**src/rtl/disp_scan_driver_pkg.sv**
```systemverilog
// rtl/disp_scan_driver_pkg.sv - shared display package: FSM states, segment lookup, digit mapping
package disp_scan_driver_pkg;

    typedef enum logic [1:0] {
        ST_IDLE   = 2'd0,
        ST_CONV   = 2'd1,
        ST_COMMIT = 2'd2
    } state_t;

    localparam logic [2:0] CONV_LAST = 3'd5;

    localparam logic [6:0] SEG_0   = 7'h3F;
    localparam logic [6:0] SEG_1   = 7'h06;
    localparam logic [6:0] SEG_2   = 7'h5B;
    localparam logic [6:0] SEG_3   = 7'h4F;
    localparam logic [6:0] SEG_4   = 7'h66;
    localparam logic [6:0] SEG_5   = 7'h6D;
    localparam logic [6:0] SEG_6   = 7'h7D;
    localparam logic [6:0] SEG_7   = 7'h07;
    localparam logic [6:0] SEG_8   = 7'h7F;
    localparam logic [6:0] SEG_9   = 7'h6F;
    localparam logic [6:0] SEG_OFF = 7'h00;

    function automatic logic [6:0] seg_encode(input logic [3:0] bcd);
        case (bcd)
            4'd0:    return SEG_0;
            4'd1:    return SEG_1;
            4'd2:    return SEG_2;
            4'd3:    return SEG_3;
            4'd4:    return SEG_4;
            4'd5:    return SEG_5;
            4'd6:    return SEG_6;
            4'd7:    return SEG_7;
            4'd8:    return SEG_8;
            4'd9:    return SEG_9;
            default: return SEG_OFF;
        endcase
    endfunction

    // Display registers are packed {d3,d2,d1,d0}: d3/d2 from field_hi, d1/d0 from field_lo
    function automatic logic [15:0] pack_digits(input logic [3:0] hi_tens, input logic [3:0] hi_units,
                                                input logic [3:0] lo_tens, input logic [3:0] lo_units);
        return {hi_tens, hi_units, lo_tens, lo_units};
    endfunction

    function automatic logic [3:0] digit_of(input logic [15:0] disp, input logic [1:0] idx);
        return disp[{idx, 2'b00} +: 4];
    endfunction

endpackage

```
**src/rtl/disp_scan_driver_bin.sv**
```systemverilog
// rtl/disp_scan_driver_bin.sv - bin6_to_bcd: sequential 6-cycle double-dabble converter
module bin6_to_bcd
    import disp_scan_driver_pkg::*;
(
    input  logic       clock,
    input  logic       reset,
    input  logic       i_start,
    input  logic [5:0] i_bin,
    output logic [3:0] o_tens,
    output logic [3:0] o_units,
    output logic       o_done
);

    logic [7:0] r_bcd;
    logic [2:0] r_cnt;
    logic       r_run;
    logic       w_bit;
    logic [3:0] w_units_adj;
    logic [3:0] w_tens_adj;

    // i_bin must stay stable for the whole run; bits are consumed MSB first
    assign w_bit       = i_bin[3'd5 - r_cnt];
    assign w_units_adj = (r_bcd[3:0] >= 4'd5) ? r_bcd[3:0] + 4'd3 : r_bcd[3:0];
    assign w_tens_adj  = (r_bcd[7:4] >= 4'd5) ? r_bcd[7:4] + 4'd3 : r_bcd[7:4];

    always_ff @(posedge clock or negedge reset) begin
        if (!reset) begin
            r_bcd <= 8'd0;
            r_cnt <= 3'd0;
            r_run <= 1'b0;
        end else if (i_start) begin
            r_bcd <= 8'd0;
            r_cnt <= 3'd0;
            r_run <= 1'b1;
        end else if (r_run) begin
            r_bcd <= {w_tens_adj[2:0], w_units_adj, w_bit};
            r_cnt <= r_cnt + 3'd1;
            if (r_cnt == CONV_LAST) r_run <= 1'b0;
        end
    end

    // Asserted during the final shift so the parent can leave CONV on that edge
    assign o_done  = r_run && (r_cnt == CONV_LAST);
    assign o_tens  = r_bcd[7:4];
    assign o_units = r_bcd[3:0];

endmodule

```
**src/rtl/disp_scan_driver.sv**
```systemverilog
// rtl/disp_scan_driver.sv - 4-digit multiplexed 7-segment scan driver with binary-to-BCD conversion
module disp_scan_driver
    import disp_scan_driver_pkg::*;
#(
    parameter bit BLANK_LEAD = 1'b0
) (
    input  logic       clock,
    input  logic       reset,
    input  logic       scan_tick,
    input  logic [5:0] field_hi,
    input  logic [5:0] field_lo,
    input  logic [3:0] digit_en,
    input  logic       colon_in,
    output logic [6:0] segment,
    output logic [3:0] digit_sel,
    output logic       colon_out,
    output logic       busy
);

    state_t     r_state;
    logic       r_busy;
    logic [1:0] r_index;
    logic [5:0] r_shadow_hi;
    logic [5:0] r_shadow_lo;
    logic [15:0] r_disp;
    logic [6:0] r_segment;
    logic [3:0] r_digit_sel;
    logic       r_colon;

    logic [1:0] w_next_index;
    logic       w_frame_start;
    logic       w_start;
    logic       w_en;
    logic       w_blank;
    logic [3:0] w_digit;
    logic [3:0] w_hi_tens, w_hi_units, w_lo_tens, w_lo_units;
    logic       w_hi_done, w_lo_done;

    assign w_next_index  = r_index + 2'd1;
    assign w_frame_start = scan_tick && (r_index == 2'd3);
    assign w_start       = w_frame_start && (r_state == ST_IDLE);
    assign w_en          = digit_en[w_next_index];
    assign w_digit       = digit_of(r_disp, w_next_index);
    assign w_blank       = BLANK_LEAD && (w_next_index == 2'd3) && (r_disp[15:12] == 4'd0);

    bin6_to_bcd u_conv_hi (
        .clock   (clock),
        .reset   (reset),
        .i_start (w_start),
        .i_bin   (r_shadow_hi),
        .o_tens  (w_hi_tens),
        .o_units (w_hi_units),
        .o_done  (w_hi_done)
    );

    bin6_to_bcd u_conv_lo (
        .clock   (clock),
        .reset   (reset),
        .i_start (w_start),
        .i_bin   (r_shadow_lo),
        .o_tens  (w_lo_tens),
        .o_units (w_lo_units),
        .o_done  (w_lo_done)
    );

    always_ff @(posedge clock or negedge reset) begin
        if (!reset) begin
            r_state     <= ST_IDLE;
            r_busy      <= 1'b0;
            r_shadow_hi <= 6'd0;
            r_shadow_lo <= 6'd0;
            r_disp      <= 16'd0;
        end else begin
            case (r_state)
                ST_IDLE: begin
                    if (w_frame_start) begin
                        r_shadow_hi <= field_hi;
                        r_shadow_lo <= field_lo;
                        r_state     <= ST_CONV;
                        r_busy      <= 1'b1;
                    end
                end
                ST_CONV: begin
                    if (w_hi_done && w_lo_done) r_state <= ST_COMMIT;
                end
                ST_COMMIT: begin
                    r_disp  <= pack_digits(w_hi_tens, w_hi_units, w_lo_tens, w_lo_units);
                    r_state <= ST_IDLE;
                    r_busy  <= 1'b0;
                end
                default: begin
                    r_state <= ST_IDLE;
                    r_busy  <= 1'b0;
                end
            endcase
        end
    end

    // Outputs only move on scan_tick; a coincident commit is seen on the following tick
    always_ff @(posedge clock or negedge reset) begin
        if (!reset) begin
            r_index     <= 2'd0;
            r_segment   <= SEG_OFF;
            r_digit_sel <= 4'd0;
            r_colon     <= 1'b0;
        end else if (scan_tick) begin
            r_index     <= w_next_index;
            r_digit_sel <= w_en ? (4'b0001 << w_next_index) : 4'b0000;
            r_segment   <= (w_en && !w_blank) ? seg_encode(w_digit) : SEG_OFF;
            r_colon     <= colon_in && (w_next_index == 2'd2);
        end
    end

    assign segment   = r_segment;
    assign digit_sel = r_digit_sel;
    assign colon_out = r_colon;
    assign busy      = r_busy;

endmodule

```
**config.mk**
```make
export PLATFORM = sky130hd
export DESIGN_NAME = disp_scan_driver
export DESIGN_NICKNAME = d
export VERILOG_FILES = /design/src/rtl/disp_scan_driver_pkg.sv /design/src/rtl/disp_scan_driver_bin.sv /design/src/rtl/disp_scan_driver.sv
export SDC_FILE = /design/constraint.sdc
export NUM_CORES = 1
export LEC_CHECK = 0
export BUFFER_PORTS_ARGS = -buffer_cell sky130_fd_sc_hd__buf_2
export CAP_MARGIN = 5
export CORE_ASPECT_RATIO = 0.5
export CORE_MARGIN = 5
export CORE_UTILIZATION = 40
export CTS_CLUSTER_DIAMETER = 50
export DETAILED_ROUTE_END_ITERATION = 16
export HOLD_SLACK_MARGIN = 0.03
export PLACE_DENSITY_LB_ADDON = 0.3
export SLEW_MARGIN = 20
export SYNTH_ARGS = -nofsm -noshare
export SYNTH_HDL_FRONTEND = slang
export SYNTH_SLANG_ARGS = --single-unit
```
**constraint.sdc**
```tcl
create_clock -name clock -period 3.1 [get_ports clock]
set_clock_uncertainty 0.2 [all_clocks]
set_input_delay 0.31 -clock clock [delete_from_list [all_inputs] [get_ports clock]]
set_output_delay 0.31 -clock clock [all_outputs]
set_load 0.05 [all_outputs]
```
==> results by group, run 1 <==
GRT
  • GR Overflow Total: 0
  • Maximum number of pins on one net before global-route repair: 40
  • Total global routing track utilization: 13.6%
  • Global-route wire length before repair: 11700 um
  • Antenna violations before repair: 0
  • Vias in the first global route: 2477

CTS
  • Cts bufs inserted: 9
  • # H-tree levels: 3
  • Number of buffers inserted to repair setup after CTS: 0
  • Master cell of the clock root buffer: clkbuf_16
  • Clock-pin slew on the worst setup and hold paths: 0.05 ns
  • Total number of clock tree sinks: slightly below 70
  • Post-cts sizing count: 0
  • Clock tree from TritonCTS: yes
  • Hold buffer count at CTS: 14
  • Clock latency of the later-clocked register in the worst-skew pair: about 0.33 ns
  • Clock Path Buffers: 2

Synth
  • Total nets after synthesis: 375
  • Count of unique library cells instantiated by Yosys: 30
  • Post-synthesis sequential area ratio: 49.5%
  • Number of standard cells after synthesis: 333
  • Number of warning messages in the yosys log: 0
  • Synthesis-stage register bit count: 69
  • Mean post-synth cell area: 10.5 um2
  • Share of Yosys cell area claimed by the top area cell type: roughly 50%
  • Cell type with the highest aggregate area in the netlist: dfrtp_1
  • Largest cells by area after synthesis: dfrtp_1 49%, ha_1 7.9%, nand2_1 5.7%, mux2i_1 4.3%, mux2_2 4.2%
  • Post-synthesis instance area: 3490 um2

Power and ir drop
  • IR drop worst, VDD: 0.443 mV
  • Power density cells: 622 nW/um2
  • Leak: 2.03 nW

STA
  • Final worst slack: 0.728 ns
  • Max-slew violation total from the final report: 0
  • Final number of hold-violating endpoints: 0
  • Post-layout minimum cycle time: roughly 2.4 ns
  • Total setup violations reported at the end of the flow: 0
  • Sum of negative setup slack: 0 ns
  • RSZ-0062 raised after global routing: false
  • Highest Clock Rate: 0.422 GHz
  • Crit share post-route: roughly 77%
  • Max-slew headroom at the worst pin: 51.1%
  • Transition time of the tightest slew-check pin: 0.734 ns
  • Worst slack on hold paths: between 0.2 and 0.25 ns

Routing
  • Total wirelength of the detailed-routed design: 6650 um
  • Residual DRC count: 0
  • Post-DR wirelength/cell: 13.3 um
  • Via Count: 2445
  • Number of nets still failing antenna checks after routing: 0
  • Count of TritonRoute iterations in the first routing pass: 4
  • Via count normalized by instance count: approximately 4.9
  • Starting DRT DRC Count: 110

Die
  • Site Rows: 24
  • Width of the die: 142 um
  • IO Count: 33
  • Total core area: 8620 um2
  • Y dimension of the die: 76.1 um
  • Die outline area: 10800 um2
  • Initial Util: 40.5%

Worst setup path
  • Flop2flop setup slack: 0.73 ns
  • CP startpoint kind: flip-flop
  • Type of the worst setup path: reg -> reg
  • Data required time at the worst endpoint: 3.09 ns
  • Origin of the critical flop-to-flop path: r_index[1]
  • Arrival @ worst endpoint: 2.36 ns
  • Top fanout value on the critical path: 7
  • Capture instance of the worst register-to-register path: segment[3]
  • Number of cell instances on the worst register-to-register path: 8
  • Kind of capture point of the worst setup path: flip-flop

Cells and area
  • Area delta synth->final: 19.7%
  • Share of layout cells above drive strength 1: 17.4%
  • Antenna diodes: 0
  • Number of nets at the end of the flow: ~420

Placement
  • Routability congestion estimate: 0.855
  • HPWL after detailed placement: 4710 um
  • Placement-stage worst setup slack: 0.721 ns
  • Count of port buffers added during placement: 32

Run
  • Max Cap Violations: 0

Status
  • Outcome: finished, final reports clean

Hold path
  • Type of the worst min-delay path: in -> async
==> cells in the final DEF, fill, tap and decap left out, types with 2 or more instances in the layout <==
cell           synthesis  layout
dfrtp_1               69      69
nand2_1               53      53
buf_2                  0      32
inv_1                 26      26
o21ai_0               23      23
ha_1                  22      22
nor2_1                19      19
mux2i_1               15      15
a21oi_1               14      14
dlygate4sd3_1          0      14
mux2_2                13      13
nand2b_1              11      11
nand3_1               11      11
clkbuf_16              0       9
xnor2_1                8       8
a21o_1                 5       5
o22ai_1                5       5
buf_4                  1       5
mux4_1                 4       4
clkbuf_1               9       4
mux4_2                 3       3
xor2_1                 3       3
o21bai_1               2       2
o211ai_1               2       2
o31a_1                 2       2
a211oi_1               2       2
clkbuf_8               0       2
==> state kept, by name, summed over array words and instances, names as in the netlist <==
name             cells
r_disp              16
u_conv_lo.r_cnt      3
r_state              2
busy                 1
u_conv_hi.r_cnt      3
segment              7
u_conv_lo.r_bcd      8
r_shadow_hi          6
colon_out            1
u_conv_hi.r_run      1
u_conv_hi.r_bcd      8
u_conv_lo.r_run      1
r_index              2
r_shadow_lo          6
digit_sel            4
==> kinds of logic (layout without fill, tap and decap cells) <==
logic type | count (synthesis) | in the layout | share of synthesized area, %
buf+inv | 41 | 93 | 4.95
simple gates | 99 | 99 | 12.2
fa+ha+maj | 22 | 22 | 7.89
mux | 35 | 35 | 13.4
flops | 69 | 69 | 49.5
compound gates | 56 | 56 | 9.32
xor+xnor | 11 | 11 | 2.76
==> cell type report <==
| class | instances | area (um2) |
|---|---|---|
| repair buffers | 51 | 338 |
| flip-flops and latches | 69 | 1730 |
| fillers | 800 | 4440 |
| clock buffers | 15 | 268 |
| inverters | 26 | 97.6 |
| clock inverters | 1 | 5.00 |
| multi-input cells | 223 | 1600 |
| well taps | 117 | 146 |
==> Yosys cell counts, drive strengths merged <==
cell type,n
a21o,5
a32oi,1
ha,22
dfrtp,69
inv,26
o21ai,23
a21oi,14
o21bai,2
and2,1
mux4,7
o31a,2
buf,6
nand3,11
o211ai,2
a211oi,2
o22ai,5
nand2,53
nor2,19
mux2,13
nor3b,1
xnor2,8
xor2,3
nor3,2
and3,1
mux2i,15
nand2b,11
clkbuf,9
==> how the worst max path moves through the flow <==
stage,startpoint,endpoint,depth (start not counted)
after global routing,r_index[1],segment[4],9
after CTS,r_index[1],segment[3],8
after floorplan,r_index[0],segment[3],10
after detailed placement,r_index[1],segment[3],8
final,r_index[1],segment[3],8
after global placement,r_index[1],segment[3],8
==> layer usage <==
metal	track usage (%)	up-vias	part of all wire, %
li1	-	1219	-
met1	18.1	1170	47
met2	20.1	52	46
met3	5.58	4	6.7
met4	4.89	0	0.54
met5	0	-	0
==> critical path, stage by stage, from the launching register on <==
cell and delay [ns]:
dfrtp_1 0.39, inv_1 0.09, ha_1 0.42, mux4_1 0.40
inv_1 0.16, ha_1 0.24, and2_2 0.17, nor2_1 0.09
o22ai_1 0.07
==> power breakdown <==
part	internal [mW]	switching [mW]
clock network	0.584	0.355
registers	0.983	0.0412
logic	0.191	0.443
==> metrics by stage <==
| stage | area [um2] | utilization, % | total power [mW] | std cells |
|---|---|---|---|---|
| floorplan | 3490 | - | 1.52 | 333 |
| global placement | 3760 | 43.7 | 1.65 | 472 |
| detailed placement | 3760 | 43.7 | 1.67 | 472 |
| CTS | 4180 | 48.5 | 2.65 | 502 |
| global route | 4180 | 48.5 | 2.74 | 502 |
| finish | 4180 | 48.5 | 2.60 | 502 |
Note: power is estimated with default switching activity, not from simulation.
==> run 2, diff against run 1 <==
--- a/config.mk
+++ b/config.mk
@@ -5,6 +5,7 @@
 export SDC_FILE = /design/constraint.sdc
 export NUM_CORES = 1
 export LEC_CHECK = 0
+export ABC_AREA = 1
 export BUFFER_PORTS_ARGS = -buffer_cell sky130_fd_sc_hd__buf_2
 export CAP_MARGIN = 5
 export CORE_ASPECT_RATIO = 0.5
==> constraint.sdc (replaced) <==
create_clock -name clock -period 2.41 [get_ports clock]
set_clock_uncertainty 0.2 [all_clocks]
set_input_delay 0.241 -clock clock [delete_from_list [all_inputs] [get_ports clock]]
set_output_delay 0.241 -clock clock [all_outputs]
set_load 0.05 [all_outputs]
==> results by group, run 2 <==
Cells and area
  • Core occupancy in the finished layout: 49.0% (+0.57 points)
  • Commonest non-fill, non-tap cells in the layout: 128 x nand2_1, 69 x dfrtp_1, 53 x o21ai_0, 45 x inv_1, 32 x buf_2
  • Fin area: 4240 um2 (+1.5%)
  • Number of nets at the end of the flow: 509 (+21%)
  • Largest registers: r_disp x16, u_conv_hi.r_bcd x8, u_conv_lo.r_bcd x8
  • Register with the highest flop count: r_disp
  • Antenna diodes: 0 (unchanged)
  • Multi-input gate area in the final layout: 1550 um2 (-3.2%)
  • Most common library cell in the layout ignoring fill and taps: nand2_1
  • Fill cell total of the finished layout: 855 (+6.9%)
  • Area delta synth->final: 20.6%
  • Post-route insts no fill: 587 (+17%)
  • Share of layout cells above drive strength 1: 15.3% (-2.1 points)
  • Register area: 1730 um2 (unchanged)
  • Number of flip-flops in the largest register: 16 (unchanged)

Worst setup path
  • Critical path cell sequence: inv_1, ha_2, inv_2, nand3_1, nand2_1, inv_1, ha_1, nand3b_1, nand3_1, nand2_1, nand2_1
  • Cell with the most instances on the worst path: nand2_1
  • CP startpoint kind: flip-flop
  • Type of the worst setup path: reg -> reg
  • Largest stage delay, worst path: 0.41 ns (about the same)
  • Arrival @ worst endpoint: 2.23 ns (-0.13 ns)
  • Cell with the largest stage delay on the worst path: dfrtp_1
  • Kind of capture point of the worst setup path: flip-flop
  • Top fanout value on the critical path: 7 (unchanged)
  • Data required time at the worst endpoint: 2.48 ns (-0.61 ns)

STA
  • Post-layout minimum cycle time: 2.16 ns (-0.213 ns)
  • Worst slack on hold paths: 0.0480 ns (-0.154 ns)
  • Final number of hold-violating endpoints: 0 (unchanged)
  • Max-slew headroom at the worst pin: 45.4% (-5.7 points)
  • Crit share post-route: 89.6% (+13 points)
  • Transition time of the tightest slew-check pin: 0.816 ns (+0.0829 ns)
  • Highest Clock Rate: 0.463 GHz (+9.8%)
  • RSZ-0062 raised after global routing: false
  • Sum of negative setup slack: 0 ns (unchanged)
  • Max-slew violation total from the final report: 0 (unchanged)
  • Total setup violations reported at the end of the flow: 0 (unchanged)

GRT
  • Global-route wire length before repair: 12500 um (+6.8%)
  • Maximum number of pins on one net before global-route repair: 70 (+75%)
  • Total global routing track utilization: 14.2% (+0.53 points)
  • Antenna violations before repair: 0 (unchanged)
  • Vias in the first global route: 2757 (+11%)
  • GR Overflow Total: 0 (unchanged)

CTS
  • Total number of clock tree sinks: 69 (unchanged)
  • # H-tree levels: 3 (unchanged)
  • Clock-pin slew on the worst setup and hold paths: 0.05 ns (about the same)
  • Master cell of the clock root buffer: clkbuf_16
  • Number of buffers inserted to repair setup after CTS: 0 (unchanged)
  • Clock Path Buffers: 2 (unchanged)
  • Cts bufs inserted: 9 (unchanged)
  • Clock latency of the later-clocked register in the worst-skew pair: 0.33 ns (about the same)
  • Clock tree from TritonCTS: yes

Power and ir drop
  • Power density cells: 1350 nW/um2 (+120%)
  • IR drop worst, VDD: 0.533 mV (+20%)
  • Leak: 2.21 nW (+9.2%)

Routing
  • Number of nets still failing antenna checks after routing: 0 (unchanged)
  • Via Count: 2749 (+12%)
  • Count of TritonRoute iterations in the first routing pass: 4 (unchanged)
  • Total wirelength of the detailed-routed design: 6900 um (+3.6%)
  • Residual DRC count: 0 (unchanged)
  • Starting DRT DRC Count: 121 (+10%)
  • Via count normalized by instance count: 4.68 (-3.8%)
  • Post-DR wirelength/cell: 11.7 um (-11%)

Hold path
  • Type of the worst min-delay path: in -> reg

Synth
  • Compound-Gate Fraction of Synth Area: 11.4% (+2.1 points)
  • Share of Yosys cell area claimed by the top area cell type: 49.1% (-0.39 points)
  • Largest cells by area after synthesis: dfrtp_1 49%, nand2_1 14%, ha_1 7.8%, o21ai_0 7.5%, inv_1 4.8%
  • Library cell with the highest instance count after synthesis: nand2_1
  • Area share of xor/xnor cells in the synthesized design: 1.24% (-1.5 points)
  • Mean post-synth cell area: 8.46 um2 (-19%)
  • Post-synthesis instance area: 3520 um2 (+0.79%)
  • Fraction of synthesis flops using an asynchronous set or reset pin: 100% (unchanged)
  • Number of warning messages in the yosys log: 0 (unchanged)
  • Main combinational cell family by area after synthesis: simple AND/OR/NAND/NOR gates
  • Multiplexer area fraction after synthesis: 0% (-13 points)
  • Most frequently used flop master after synthesis: dfrtp_1
  • Number of flops mapped to enable cells by yosys: 0 (unchanged)
  • Number of standard cells after synthesis: 416 (+25%)
  • Most used standard cells in the synthesized netlist: 128 x nand2_1, 69 x dfrtp_1, 53 x o21ai_0
  • Cell type with the highest aggregate area in the netlist: dfrtp_1
  • Synthesized-area fraction occupied by adder cells: 7.82% (-0.062 points)
  • Post-synthesis sequential area ratio: 49.1% (-0.39 points)
  • Synthesis-stage register bit count: 69 (unchanged)
  • Post-synthesis simple-gate area fraction: 23.4% (+11 points)
  • Count of unique library cells instantiated by Yosys: 30 (unchanged)
  • Total nets after synthesis: 458 (+22%)

Die
  • Width of the die: 143 um (+0.37%)
  • Total core area: 8650 um2 (+0.35%)
  • Die outline area: 10900 um2 (+0.71%)
  • IO Count: 33 (unchanged)
  • Y dimension of the die: 76.3 um (+0.34%)
  • Initial Util: 40.7% (+0.18 points)
  • Site Rows: 24 (unchanged)

Placement
  • Placed cell count: 559 (+18%)
  • Placement-stage cell area: 3810 um2 (+1.3%)
  • Routability congestion estimate: 0.807 (-5.6%)
  • HPWL after detailed placement: 4860 um (+3.0%)
  • Count of port buffers added during placement: 32 (unchanged)

Run
  • Max Cap Violations: 0 (unchanged)

Status
  • Outcome: finished, final reports clean
-- run 2: cell count changes after synthesis, sizes merged, moves of 5 or more --
| cell | change |
|---|---|
| inv | +26 |
| mux4 | -7 |
| xnor2 | -8 |
| mux2 | -13 |
| clkbuf | -5 |
| mux2i | -15 |
| nor2 | -14 |
| a21o | -5 |
| nand2b | -11 |
| o21ai | +31 |
| nand2 | +81 |
| nand3 | +21 |
-- run 2: logic make-up after synthesis --
logic type               Yosys count
buffers and inverters             62
AO/OA/AOI/OAI                     74
AND/OR/NAND/NOR                  184
adder cells (fa/ha/maj)           22
flip-flops                        69
XOR/XNOR                           5
-- run 2: repair_timing --
action / CTS / global route
endpoints found under the hold margin: 82 / 0
endpoints found under the setup margin: 0 / 2
hold buffers: 14 / 0
resized for setup: 0 / 1
-- run 2: area by class of cell --
class | instances | area share, %
Inverter | 52 | 4.60
Clock buffer | 13 | 6.61
Clock inverter | 1 | 0.118
Sequential cell | 69 | 40.7
Timing Repair Buffer | 50 | 8.08
Tap cell | 117 | 3.45
Multi-Input combinational cell | 285 | 36.4
-- run 2: worst paths after layout --
path | startpoint | to | slack (ns) | cells after the start
worst min-delay path | scan_tick | r_index[0] | 0.05 | 2
min in group asynchronous | reset | r_shadow_lo[4] | 0.26 | 3
max in group asynchronous | reset | digit_sel[0] | 1.46 | 3
worst max register to register | r_index[1] | segment[6] | 0.25 | 11
worst min register to register | r_state[1] | r_state[1] | 0.26 | 1
worst max-delay path | r_index[1] | segment[6] | 0.25 | 11
-- run 2: per-layer routing --
layer  routed length (um)  GRT usage, %  up-vias
met4                   85          4.27        0
met1                 3620          19.0     1249
li1                     -             -     1444
met3                  379          5.52        7
met2                 2810          21.3       49
met5                    0             0        -
-- run 2: critical path, delay by kind of cell, from the launching register on --
kind          cells  cell delay, ns
buf+inv           3            0.32
flops             1            0.41
fa+ha+maj         2            0.54
simple gates      6            0.61
-- run 2: power by group --
part	internal, mW	switching [mW]
sequential	1.57	0.245
clock	0.794	0.455
combinational	0.907	1.76
total	3.27	2.46
-- run 2: per-stage QoR --
step	power [mW]	setup slack (ns)
2_1_floorplan	3.90	0.234
3_3_place_gp	4.42	0.292
3_5_place_dp	4.48	0.208
4_1_cts	5.79	0.185
5_1_grt	6.31	0.0175
6_report	5.73	0.251
==> run 3, diff against run 2 <==
==> constraint.sdc (replaced) <==
create_clock -name clock -period 2.2 [get_ports clock]
set_clock_uncertainty 0.2 [all_clocks]
set_input_delay 0.22 -clock clock [delete_from_list [all_inputs] [get_ports clock]]
set_output_delay 0.22 -clock clock [all_outputs]
set_load 0.05 [all_outputs]
==> results by group, run 3 (synthesis results as in run 2) <==
CTS
  • Clock Path Buffers: 2 (unchanged)
  • Cts bufs inserted: 9 (unchanged)
  • Number of buffers inserted to repair setup after CTS: 0 (unchanged)
  • Clock-pin slew on the worst setup and hold paths: 0.05 ns (about the same)
  • Clock tree from TritonCTS: yes
  • Total number of clock tree sinks: 69 (unchanged)
  • # H-tree levels: 3 (unchanged)
  • Master cell of the clock root buffer: clkbuf_16
  • Clock latency of the later-clocked register in the worst-skew pair: 0.33 ns (about the same)

Worst setup path
  • Largest stage delay, worst path: 0.40 ns (about the same)
  • Arrival @ worst endpoint: 2.04 ns (-0.19 ns)
  • Data required time at the worst endpoint: 2.22 ns (-0.26 ns)
  • Source of the critical timing path: r_index[1]
  • Type of the worst setup path: reg -> reg
  • Critical path cell sequence: inv_1, ha_4, inv_2, nand3_1, nand2_2, ha_1, nand3_1, nand3_1, nand2_1, nand2_1
  • Origin of the critical flop-to-flop path: r_index[1]
  • Kind of capture point of the worst setup path: flip-flop
  • Number of cell instances on the worst register-to-register path: 10 (-1)
  • Top fanout value on the critical path: 6 (-1)
  • Capture instance of the worst register-to-register path: segment[3]
  • CP startpoint kind: flip-flop
  • Flop2flop setup slack: 0.18 ns (-0.07 ns)
  • Cell with the most instances on the worst path: nand3_1
  • Cell with the largest stage delay on the worst path: dfrtp_1

Routing
  • Total wirelength of the detailed-routed design: 6850 um (-0.70%)
  • Starting DRT DRC Count: 132 (+9.1%)
  • Via count normalized by instance count: 4.56 (-2.6%)
  • Number of nets still failing antenna checks after routing: 0 (unchanged)
  • Post-DR wirelength/cell: 11.5 um (-2.0%)
  • Residual DRC count: 0 (unchanged)
  • Count of TritonRoute iterations in the first routing pass: 4 (unchanged)
  • Via Count: 2713 (-1.3%)

GRT
  • Global-route wire length before repair: 12400 um (-0.44%)
  • Vias in the first global route: 2696 (-2.2%)
  • GR Overflow Total: 0 (unchanged)
  • Antenna violations before repair: 0 (unchanged)
  • Maximum number of pins on one net before global-route repair: 41 (-41%)
  • Total global routing track utilization: 14.0% (-0.16 points)

Placement
  • Placement-stage cell area: 3850 um2 (+0.98%)
  • Count of port buffers added during placement: 32 (unchanged)
  • Routability congestion estimate: 0.826 (+2.3%)
  • HPWL after detailed placement: 4990 um (+2.8%)

Cells and area
  • Fin area: 4310 um2 (+1.5%)
  • Core occupancy in the finished layout: 49.8% (+0.74 points)
  • Largest registers: r_disp x16, u_conv_hi.r_bcd x8, u_conv_lo.r_bcd x8
  • Register with the highest flop count: r_disp
  • Number of flip-flops in the largest register: 16 (unchanged)
  • Antenna diodes: 0 (unchanged)
  • Number of nets at the end of the flow: 516 (+1.4%)
  • Multi-input gate area in the final layout: 1560 um2 (+0.81%)
  • Area delta synth->final: 22.4%
  • Share of layout cells above drive strength 1: 16.1% (+0.79 points)
  • Fill cell total of the finished layout: 824 (-3.6%)
  • Commonest non-fill, non-tap cells in the layout: 127 x nand2_1, 69 x dfrtp_1, 53 x o21ai_0, 45 x inv_1, 32 x buf_2
  • Most common library cell in the layout ignoring fill and taps: nand2_1
  • Register area: 1730 um2 (unchanged)

Die
  • Die outline area: 10900 um2 (unchanged)
  • Y dimension of the die: 76.3 um (unchanged)
  • Total core area: 8650 um2 (unchanged)
  • Initial Util: 40.7% (unchanged)
  • Width of the die: 143 um (unchanged)
  • Site Rows: 24 (unchanged)
  • IO Count: 33 (unchanged)

Power and ir drop
  • PnR Total Power: 6.33 mW (+10%)
  • IR drop worst, VDD: 0.617 mV (+16%)
  • Power density cells: 1470 nW/um2 (+8.8%)
  • Leak: 2.24 nW (+1.2%)

STA
  • Max-slew violation total from the final report: 0 (unchanged)
  • Sum of negative setup slack: 0 ns (unchanged)
  • Total setup violations reported at the end of the flow: 0 (unchanged)
  • Max-slew headroom at the worst pin: 74.8% (+29 points)
  • Worst slack on hold paths: 0.128 ns (+0.0803 ns)
  • Highest Clock Rate: 0.496 GHz (+7.0%)
  • Final number of hold-violating endpoints: 0 (unchanged)
  • Transition time of the tightest slew-check pin: 0.378 ns (-0.439 ns)
  • RSZ-0062 raised after global routing: false
  • Post-layout minimum cycle time: 2.02 ns (-0.141 ns)
  • Crit share post-route: 91.7% (+2.1 points)

Run
  • Max Cap Violations: 0 (unchanged)

Hold path
  • Type of the worst min-delay path: in -> async

Status
  • Outcome: finished, final reports clean
## run 3: final cells by class
class,instances,share of cell area [%]
inverters,52,4.53
clock inverters,1,0.116
multi-input cells,285,36.2
flip-flops and latches,69,40.1
repair buffers,57,9.30
well taps,117,3.40
clock buffers,14,6.36
## run 3: power breakdown
| group | leakage (nW) | internal [mW] | switching, mW |
|---|---|---|---|
| combinational | 1.23 | 1.06 | 1.94 |
| clock | 0.139 | 0.847 | 0.494 |
| sequential | 0.868 | 1.72 | 0.272 |
| total | 2.24 | 3.62 | 2.70 |
## run 3: repair_timing
action,4_1_cts,5_1_grt
hold buffers,16,0
endpoints found under the hold margin,83,0
gates resized for setup,0,3
setup endpoints to repair,0,7
## run 3: metal layers
metal	vias up	track usage [%]	share of wire (%)	wire length [um]
met5	-	0	0	0
li1	1457	-	-	-
met4	0	5.12	1.4	96
met2	45	20.2	40	2750
met1	1201	19.8	53	3600
met3	10	4.26	5.9	402
## run 3: worst max-delay path by stage
| stage | endpoint | slack [ns] | cells past startpoint |
|---|---|---|---|
| 2_1_floorplan | segment[5] | 0.02 | 12 |
| 3_3_place_gp | segment[5] | 0.15 | 11 |
| 3_5_place_dp | segment[6] | 0.04 | 11 |
| 4_1_cts | segment[6] | 0.03 | 11 |
| 5_1_grt | segment[3] | 0.01 | 10 |
| 6_report | segment[3] | 0.18 | 10 |
## run 3: worst max-delay path: cells and delay by family (launching register included)
kind          cells  cell delay, ns
fa+ha+maj         2            0.60
buf+inv           2            0.17
flops             1            0.40
simple gates      6            0.53
## run 3: stage by stage
step	setup WS, ns	cells
4_1_cts	0.0308	595
6_report	0.182	595
2_1_floorplan	0.0241	416
3_3_place_gp	0.150	564
5_1_grt	0.0136	595
3_5_place_dp	0.0432	564
